<file path="src/rtl/gru_pkg.sv">
// Shared types and constants for the GRU sequencing blocks.
package gru_pkg;

  // Sequencer control states.
  typedef enum logic [1:0] {
    S_READY,
    S_WAIT,
    S_OUT
  } gru_seq_state_t;

  // Default Qm.f split of the cell datapath.
  localparam int unsigned GRU_INT_WIDTH  = 50;
  localparam int unsigned GRU_FRAC_WIDTH = 50;
  localparam int unsigned GRU_WIDTH      = GRU_INT_WIDTH + GRU_FRAC_WIDTH + 1;

  // Fixed-point 1.0 in the default format.
  localparam logic [GRU_WIDTH-1:0] GRU_ONE =
    {{GRU_INT_WIDTH{1'b0}}, 1'b1, {GRU_FRAC_WIDTH{1'b0}}};

  // Latency counter width; covers a cell latency of 0..15.
  localparam int unsigned GRU_LAT_W = 4;

endpackage

</file>
<file path="src/rtl/gru_lat_timer.sv">
// Loadable down-counter that times the cell latency.
module gru_lat_timer
  import gru_pkg::*;
#(
  parameter int unsigned CELL_LATENCY = 1
) (
  input  logic clk,
  input  logic reset,
  input  logic load_i,
  input  logic dec_i,
  input  logic clr_i,
  output logic zero_o
);

  logic [GRU_LAT_W-1:0] cnt_q, cnt_d;

  // Clear beats load; decrement stops at zero.
  always_comb begin
    cnt_d = cnt_q;
    if (clr_i) begin
      cnt_d = '0;
    end else if (load_i) begin
      cnt_d = GRU_LAT_W'(CELL_LATENCY);
    end else if (dec_i && (cnt_q != '0)) begin
      cnt_d = cnt_q - GRU_LAT_W'(1);
    end
  end

  // Counter register.
  always_ff @(posedge clk or posedge reset) begin
    if (reset) begin
      cnt_q <= '0;
    end else begin
      cnt_q <= cnt_d;
    end
  end

  assign zero_o = (cnt_q == '0);

endmodule

</file>
<file path="src/rtl/gru_seq_ctrl.sv">
// Steps a fixed-latency GRU cell across a sequence of x vectors, feeding the
// captured y back as the next hidden state and streaming it out.
module gru_seq_ctrl
  import gru_pkg::*;
#(
  parameter int unsigned INT_WIDTH    = GRU_INT_WIDTH,
  parameter int unsigned FRAC_WIDTH   = GRU_FRAC_WIDTH,
  parameter int unsigned WIDTH        = INT_WIDTH + FRAC_WIDTH + 1,
  parameter int unsigned CELL_LATENCY = 1,
  parameter int unsigned MAX_LEN      = 1024,
  parameter int unsigned LEN_W        = $clog2(MAX_LEN + 1)
) (
  input  logic             clk,
  input  logic             reset,
  input  logic             in_valid_i,
  output logic             in_ready_o,
  input  logic [WIDTH-1:0] in_x0_i,
  input  logic [WIDTH-1:0] in_x1_i,
  input  logic             in_last_i,
  input  logic [WIDTH-1:0] h_init0_i,
  input  logic [WIDTH-1:0] h_init1_i,
  input  logic             abort_i,
  output logic [WIDTH-1:0] cell_x0_o,
  output logic [WIDTH-1:0] cell_x1_o,
  output logic [WIDTH-1:0] cell_h0_o,
  output logic [WIDTH-1:0] cell_h1_o,
  input  logic [WIDTH-1:0] cell_y0_i,
  input  logic [WIDTH-1:0] cell_y1_i,
  output logic             out_valid_o,
  input  logic             out_ready_i,
  output logic [WIDTH-1:0] out_h0_o,
  output logic [WIDTH-1:0] out_h1_o,
  output logic             out_last_o,
  output logic             seq_done_o,
  output logic             busy_o,
  output logic [LEN_W-1:0] step_count_o,
  output logic             len_err_o
);

  localparam logic [LEN_W-1:0] MaxLen = LEN_W'(MAX_LEN);

  gru_seq_state_t state_q, state_d;
  logic             first_q, first_d;
  logic             last_q, last_d;
  logic [WIDTH-1:0] cell_x0_q, cell_x0_d, cell_x1_q, cell_x1_d;
  logic [WIDTH-1:0] cell_h0_q, cell_h0_d, cell_h1_q, cell_h1_d;
  logic [WIDTH-1:0] out_h0_q, out_h0_d, out_h1_q, out_h1_d;
  logic             out_last_q, out_last_d;
  logic             seq_done_q, seq_done_d;
  logic [LEN_W-1:0] step_q, step_d;
  logic             len_err_q, len_err_d;

  logic             tmr_load, tmr_zero;
  logic [LEN_W-1:0] step_inc;
  logic             hit_max;

  // Abort suppresses the accept, so the timer is never loaded on an abort cycle.
  assign tmr_load = (state_q == S_READY) && in_valid_i && !abort_i;

  gru_lat_timer #(
    .CELL_LATENCY (CELL_LATENCY)
  ) u_lat_timer (
    .clk    (clk),
    .reset  (reset),
    .load_i (tmr_load),
    .dec_i  (state_q == S_WAIT),
    .clr_i  (abort_i),
    .zero_o (tmr_zero)
  );

  assign step_inc = (step_q == MaxLen) ? step_q : step_q + LEN_W'(1);
  assign hit_max  = (step_inc == MaxLen);

  // Next-state and datapath update; abort overrides every handshake.
  always_comb begin
    state_d    = state_q;
    first_d    = first_q;
    last_d     = last_q;
    cell_x0_d  = cell_x0_q;
    cell_x1_d  = cell_x1_q;
    cell_h0_d  = cell_h0_q;
    cell_h1_d  = cell_h1_q;
    out_h0_d   = out_h0_q;
    out_h1_d   = out_h1_q;
    out_last_d = out_last_q;
    seq_done_d = 1'b0;
    step_d     = step_q;
    len_err_d  = len_err_q;

    if (abort_i) begin
      state_d   = S_READY;
      first_d   = 1'b1;
      step_d    = '0;
      len_err_d = 1'b0;
    end else begin
      unique case (state_q)
        S_READY: begin
          if (in_valid_i) begin
            cell_x0_d = in_x0_i;
            cell_x1_d = in_x1_i;
            last_d    = in_last_i;
            if (first_q) begin
              cell_h0_d = h_init0_i;
              cell_h1_d = h_init1_i;
            end
            first_d = 1'b0;
            state_d = S_WAIT;
          end
        end
        S_WAIT: begin
          if (tmr_zero) begin
            out_h0_d   = cell_y0_i;
            out_h1_d   = cell_y1_i;
            cell_h0_d  = cell_y0_i;
            cell_h1_d  = cell_y1_i;
            step_d     = step_inc;
            out_last_d = last_q || hit_max;
            // Sequence cut short by the length limit rather than by in_last.
            if (!last_q && hit_max) begin
              len_err_d = 1'b1;
            end
            state_d = S_OUT;
          end
        end
        S_OUT: begin
          if (out_ready_i) begin
            if (out_last_q) begin
              first_d    = 1'b1;
              step_d     = '0;
              seq_done_d = 1'b1;
            end else begin
              first_d = 1'b0;
            end
            state_d = S_READY;
          end
        end
        default: state_d = S_READY;
      endcase
    end
  end

  // State and datapath registers.
  always_ff @(posedge clk or posedge reset) begin
    if (reset) begin
      state_q    <= S_READY;
      first_q    <= 1'b1;
      last_q     <= 1'b0;
      cell_x0_q  <= '0;
      cell_x1_q  <= '0;
      cell_h0_q  <= '0;
      cell_h1_q  <= '0;
      out_h0_q   <= '0;
      out_h1_q   <= '0;
      out_last_q <= 1'b0;
      seq_done_q <= 1'b0;
      step_q     <= '0;
      len_err_q  <= 1'b0;
    end else begin
      state_q    <= state_d;
      first_q    <= first_d;
      last_q     <= last_d;
      cell_x0_q  <= cell_x0_d;
      cell_x1_q  <= cell_x1_d;
      cell_h0_q  <= cell_h0_d;
      cell_h1_q  <= cell_h1_d;
      out_h0_q   <= out_h0_d;
      out_h1_q   <= out_h1_d;
      out_last_q <= out_last_d;
      seq_done_q <= seq_done_d;
      step_q     <= step_d;
      len_err_q  <= len_err_d;
    end
  end

  // in_ready is held low for the whole reset pulse.
  assign in_ready_o   = (state_q == S_READY) && !reset;
  assign out_valid_o  = (state_q == S_OUT);
  assign cell_x0_o    = cell_x0_q;
  assign cell_x1_o    = cell_x1_q;
  assign cell_h0_o    = cell_h0_q;
  assign cell_h1_o    = cell_h1_q;
  assign out_h0_o     = out_h0_q;
  assign out_h1_o     = out_h1_q;
  assign out_last_o   = out_last_q;
  assign seq_done_o   = seq_done_q;
  assign busy_o       = (state_q != S_READY) || !first_q;
  assign step_count_o = step_q;
  assign len_err_o    = len_err_q;

endmodule

</file>
<file path="config.mk">
export PLATFORM = sky130hd
export DESIGN_NAME = gru_seq_ctrl
export DESIGN_NICKNAME = d
export VERILOG_FILES = /design/src/rtl/gru_pkg.sv /design/src/rtl/gru_lat_timer.sv /design/src/rtl/gru_seq_ctrl.sv
export SDC_FILE = /design/constraint.sdc
export NUM_CORES = 1
export LEC_CHECK = 0
export CORE_AREA = 2 2 485 487
export CTS_CLUSTER_DIAMETER = 50
export DETAILED_ROUTE_END_ITERATION = 6
export DIE_AREA = 0 0 487 489
export DONT_BUFFER_PORTS = 1
export SLEW_MARGIN = 5
export SYNTH_ARGS = -nofsm -noshare
export SYNTH_HDL_FRONTEND = slang
export SYNTH_SLANG_ARGS = --single-unit
</file>
<file path="constraint.sdc">
create_clock -name clk -period 21.7 [get_ports clk]
set_input_delay 4.34 -clock clk [delete_from_list [all_inputs] [get_ports clk]]
set_output_delay 4.34 -clock clk [all_outputs]
set_load 0.05 [all_outputs]
</file>
Yosys cells after proc, flatten, opt, wreduce, memory -nomap -nowiden
Index checks and enable logic that the tools add are counted.
{"block": "classes", "add_sub_neg": 2, "eq_ne": 11, "muxes": 34, "bitwise_logic": 1, "n_reduce_logical": 29}
{"operator": "two-way mux 101 bit", "n": 6}
{"operator": "one-hot mux 101 bit (2 select lines)", "n": 2}
{"operator": "two-way mux 11 bit", "n": 5}
{"operator": "equality test 11 bit, second input constant", "n": 2}
{"operator": "one-hot mux 11 bit (2 select lines)", "n": 1}
{"operator": "AND reduction 3 bit", "n": 5}
{"operator": "two-way mux 4 bit", "n": 3}
{"operator": "adder 11 x 1 -> 11 bit, second input constant", "n": 1}
{"operator": "two-way mux 1 bit", "n": 11}
{"operator": "nonzero test 2 bit", "n": 5}
{"operator": "nonzero test 3 bit", "n": 3}
{"operator": "two-way mux 2 bit", "n": 4}
{"operator": "inequality test 2 bit, second input constant", "n": 3}
{"operator": "inequality test 3 x 2 -> 1 bit, second input constant", "n": 2}
{"operator": "inequality test 3 bit, second input constant", "n": 2}
{"operator": "one-hot mux 2 bit (3 select lines)", "n": 1}
{"operator": "logical AND 1 bit", "n": 5}
{"operator": "AND reduction 5 bit", "n": 1}
{"operator": "zero test 1 bit", "n": 4}
{"operator": "zero test 4 bit", "n": 1}
{"operator": "AND reduction 4 bit", "n": 1}
{"operator": "nonzero test 4 bit", "n": 1}
{"operator": "subtractor 4 x 1 -> 4 bit, second input constant", "n": 1}
{"operator": "equality test 2 x 1 -> 1 bit, second input constant", "n": 1}
{"operator": "5 further kinds", "n": 6}
{"block": "totals", "register_bits": 628, "word_cells": 91}

Longest topological paths before layout
{"block": "depth", "word_depth": 8, "ltp_mapped": 10, "mapped_depth_nobuf": 7}

Cells and area by module
A second synthesis with hierarchy kept.
{"block": "hier_totals", "cells_unflattened": 2313, "area_unflattened_um2": 25532.0}
{"mod": "gru_seq_ctrl", "instances": 1, "cells_per_inst": 2287, "area_per_inst_um2": 25279.2, "seq_area_each_um2": 15616.2}
{"mod": "gru_lat_timer", "instances": 1, "cells_per_inst": 26, "area_per_inst_um2": 252.7, "seq_area_each_um2": 100.1}

Worst setup path before layout
OpenSTA, ideal clock, no wires.
{"block": "synth_path", "path_kind": "input-to-output", "start": "input reset", "end": "output in_ready_o", "arrival_time_ps": 5385, "setup_slack_ps": 11975, "stages": 1, "cell_sequence": "nor3_1"}
{"block": "synth_between", "elab_chain_cells": 2}
{"element": "start: declaration", "line_no": "gru_seq_ctrl.sv:14", "rtl": "input logic reset,"}
{"element": "zero test 1 bit (no line)"}
{"element": "logical AND 1 bit", "line_no": "gru_seq_ctrl.sv:176", "rtl": "assign in_ready_o = (state_q == S_READY) && !reset;"}
{"element": "end: declaration", "line_no": "gru_seq_ctrl.sv:16", "rtl": "output logic in_ready_o,"}
Every way passes these cells.

Worst setup path in the final report
Ends and elaborated chain as after synthesis.

==> run summary <==
outcome -> complete, no violations
global-route wire length before repair -> 180100 µm
final setup fails -> 0
via count -> 19.58k
CP Data Required Time -> 17.36 ns
Multi-input gate area -> 9148 µm²
total power -> 5.892 mW
largest net degree at the start of global routing -> 189
RSZ-0062 raised after global routing -> false
DRT met1 WL -> 42390 µm
clk_lat worst skew -> 0.72 ns
clock skew -> 0.02860 ns
vias per std cell -> 3.344
max incr delay on CP -> 0.71 ns
Initial Util -> 10.97%
die height -> 489 µm
Worst VDD drop -> 0.00008874 V
DRT Wirelength -> 141500 µm
Post-synth ARST share -> 100.0%
critical path launch point type -> primary input
metal3 WL -> 23380 µm
CTS Hold Bufs -> 0
row count -> 178
Ys Warns -> 0
vias in the first global route -> 19.48k
final slew viol count -> 0
FMAX -> 106.4 MHz
DR WL/cell -> 24.18 µm
clock root buffer -> clkbuf_16
chip width -> 487 µm
Worst Path Arrival -> 5.06 ns
Final HPWL DP -> 118400 µm
CP max-delay cell -> nor3_2
CTS clk-pin slew, worst paths -> 0.06 ns
GR Overflow Total -> 0
met2 wire len -> 67710 µm
Die Area -> 238100 µm²
Reg-to-Reg Start -> u_lat_timer.cnt_q[0]$_DFFE_PP0P_
fraction of layout cells with a size suffix above 1 -> 6.604%
Top Ports -> 1235
register area share after synthesis -> 61.31%
Fill cells -> 26.41k
Worst Hold Depth -> 1
flip-flop and latch area -> 15720 µm²
max-cap viol count -> 0
relative slew slack -> 17.97%
port bufs -> 0
buffers and inverters on the worst path -> 0
crit path kind -> primary input to output port
Gate Count Post-Synth -> 2741
CP max FO -> 2
distinct cell type count after synthesis -> 50
min cycle time layout -> 9.395 ns
Clock Tree Buf Depth -> 3
antenna viol nets, final -> 0
CTS tree -> done
register bit total from synthesis -> 628
worst hold start -> last_q$_DFFE_PP0P_
cts repair resizes -> 0
final setup TNS -> 0 ns
Pwr Density -> 185.4 nW/µm²
Synth Flop Type -> dfrtp_1
critical-path cell list -> nor3_2
r2r worst-path depth -> 8
CTS Sinks -> 628
worst slew pin tran -> 1.230 ns
Stages on worst setup path -> 1
Hold Fails Final Rpt -> 0
drt first pass iters -> 5
Critical path origin -> reset
CORE AREA -> 233600 µm²
Crit path max-delay family -> simple AND/OR/NAND/NOR gates
fin crit share -> 43.30%
syn_area_per_cell -> 9.352 µm²
CTS Buf Count -> 79
Post-Syn Area -> 25630 µm²
Pleak -> 14.44 nW
routability cong. -> 0.9190
crit path capture type -> output port
worst hold path class -> flip-flop to flip-flop
number of remaining DRC errors -> 0
initial antenna violation count -> 42
Post-synth EDFFs -> 0
htree depth -> 3
Tot GR Track Use -> 11.35%
Final nets -> 3310
post-CTS setup buffers -> 0
Top Layer Used -> met5
1st-iter DRT viols -> 1089
Synth-to-Final Area Change -> 23.97%
Syn Nets -> 3357
## per-stage QoR
stage	util (%)	cells	setup WS [ns]	hold slack, ns	cell area [µm²]
floorplan	-	2741	8.786	0.4693	25640
global placement	12.44	5673	12.29	0.4863	29050
detailed placement	12.44	5673	12.29	0.4915	29050
CTS	13.56	5816	12.29	0.5005	31680
global route	13.59	5843	12.30	0.5172	31750
finish	13.60	5854	12.30	0.4950	31780
## per-layer routing
layer	GRT usage, %	vias up
li1	-	8667
met1	9.892	9516
met4	6.873	8
met2	18.97	1171
met5	0	-
met3	7.925	216
## sequential cells by signal, indices dropped and copies added (netlist names)
| register | cells |
|---|---|
| step_count_o | 11 |
| u_lat_timer.cnt_q | 4 |
| len_err_o | 1 |
| state_q | 2 |
| cell_x0_o | 101 |
| cell_h0_o | 101 |
| seq_done_o | 1 |
| out_h0_o | 101 |
| out_h1_o | 101 |
| last_q | 1 |
| out_last_o | 1 |
| cell_x1_o | 101 |
| cell_h1_o | 101 |
| first_q | 1 |
## cell usage in the layout (no fill, tap or decap), drive strengths merged, types with 4 or more instances in the layout
cell type and n:
nand2 1428, buf 38, clkbuf 110, xnor2 4
dfrtp 627, ha 4, clkinvlp 4, mux2i 203
clkinv 15, nor2 14, inv 23, nand3 7
o21ai 224, a31oi 4, diode 38
## layout make-up
class                      count  share of cell area (%)
antenna                       38                  0.2992
clock buffer                 110                   7.091
clock inverter                33                   1.185
inverter                       9                  0.1181
multi-input combinational   1938                   28.79
sequential                   628                   49.46
tap                         3060                   12.05
timing repair buffer          38                   1.016
## synthesized netlist by cell type, drive strengths merged, types with 4 or more instances
library cell	instances	area [µm²]
nand2	1428	5360
dfrtp	627	15690
o21ai	224	1121
mux2i	203	2032
buf	104	539.3
clkbuf	62	232.7
nor2	14	52.55
inv	9	33.78
nand3	7	40.04
a31oi	4	25.02
ha	4	50.05
xnor2	4	35.03
## path summary, 6_finish.rpt
kind                                             endpoint  slack [ns]
worst min register to register      len_err_o$_DFFE_PP0P_        0.50
min in group asynchronous       cell_h1_o[41]$_DFFE_PP0P_        3.55
worst max register to register  cell_h0_o[31]$_DFFE_PP0P_       18.18
worst min-delay path                len_err_o$_DFFE_PP0P_        0.50
worst max-delay path                           in_ready_o       12.30
max in group asynchronous       cell_x1_o[18]$_DFFE_PP0P_       14.89
## report_power, final
part	switching [mW]	total [mW]	internal, mW
clock network	0.585	1.33	0.745
registers	2.33	3.90	1.58
logic	0.417	0.658	0.241
total	3.33	5.89	2.56
## kinds of logic after synthesis
kind of cell               after synthesis  share of synthesized area [%]
adders and majority gates                4                         0.1953
muxes                                  203                          7.927
and+or+nand+nor                       1478                          22.14
xor gates and xnor gates                 6                         0.2050
buffers and inverters                  175                          3.143
DFF                                    628                          61.31
AOI/OAI and AO/OA                      247                          5.076
Note: power is estimated with default switching activity, not from simulation.
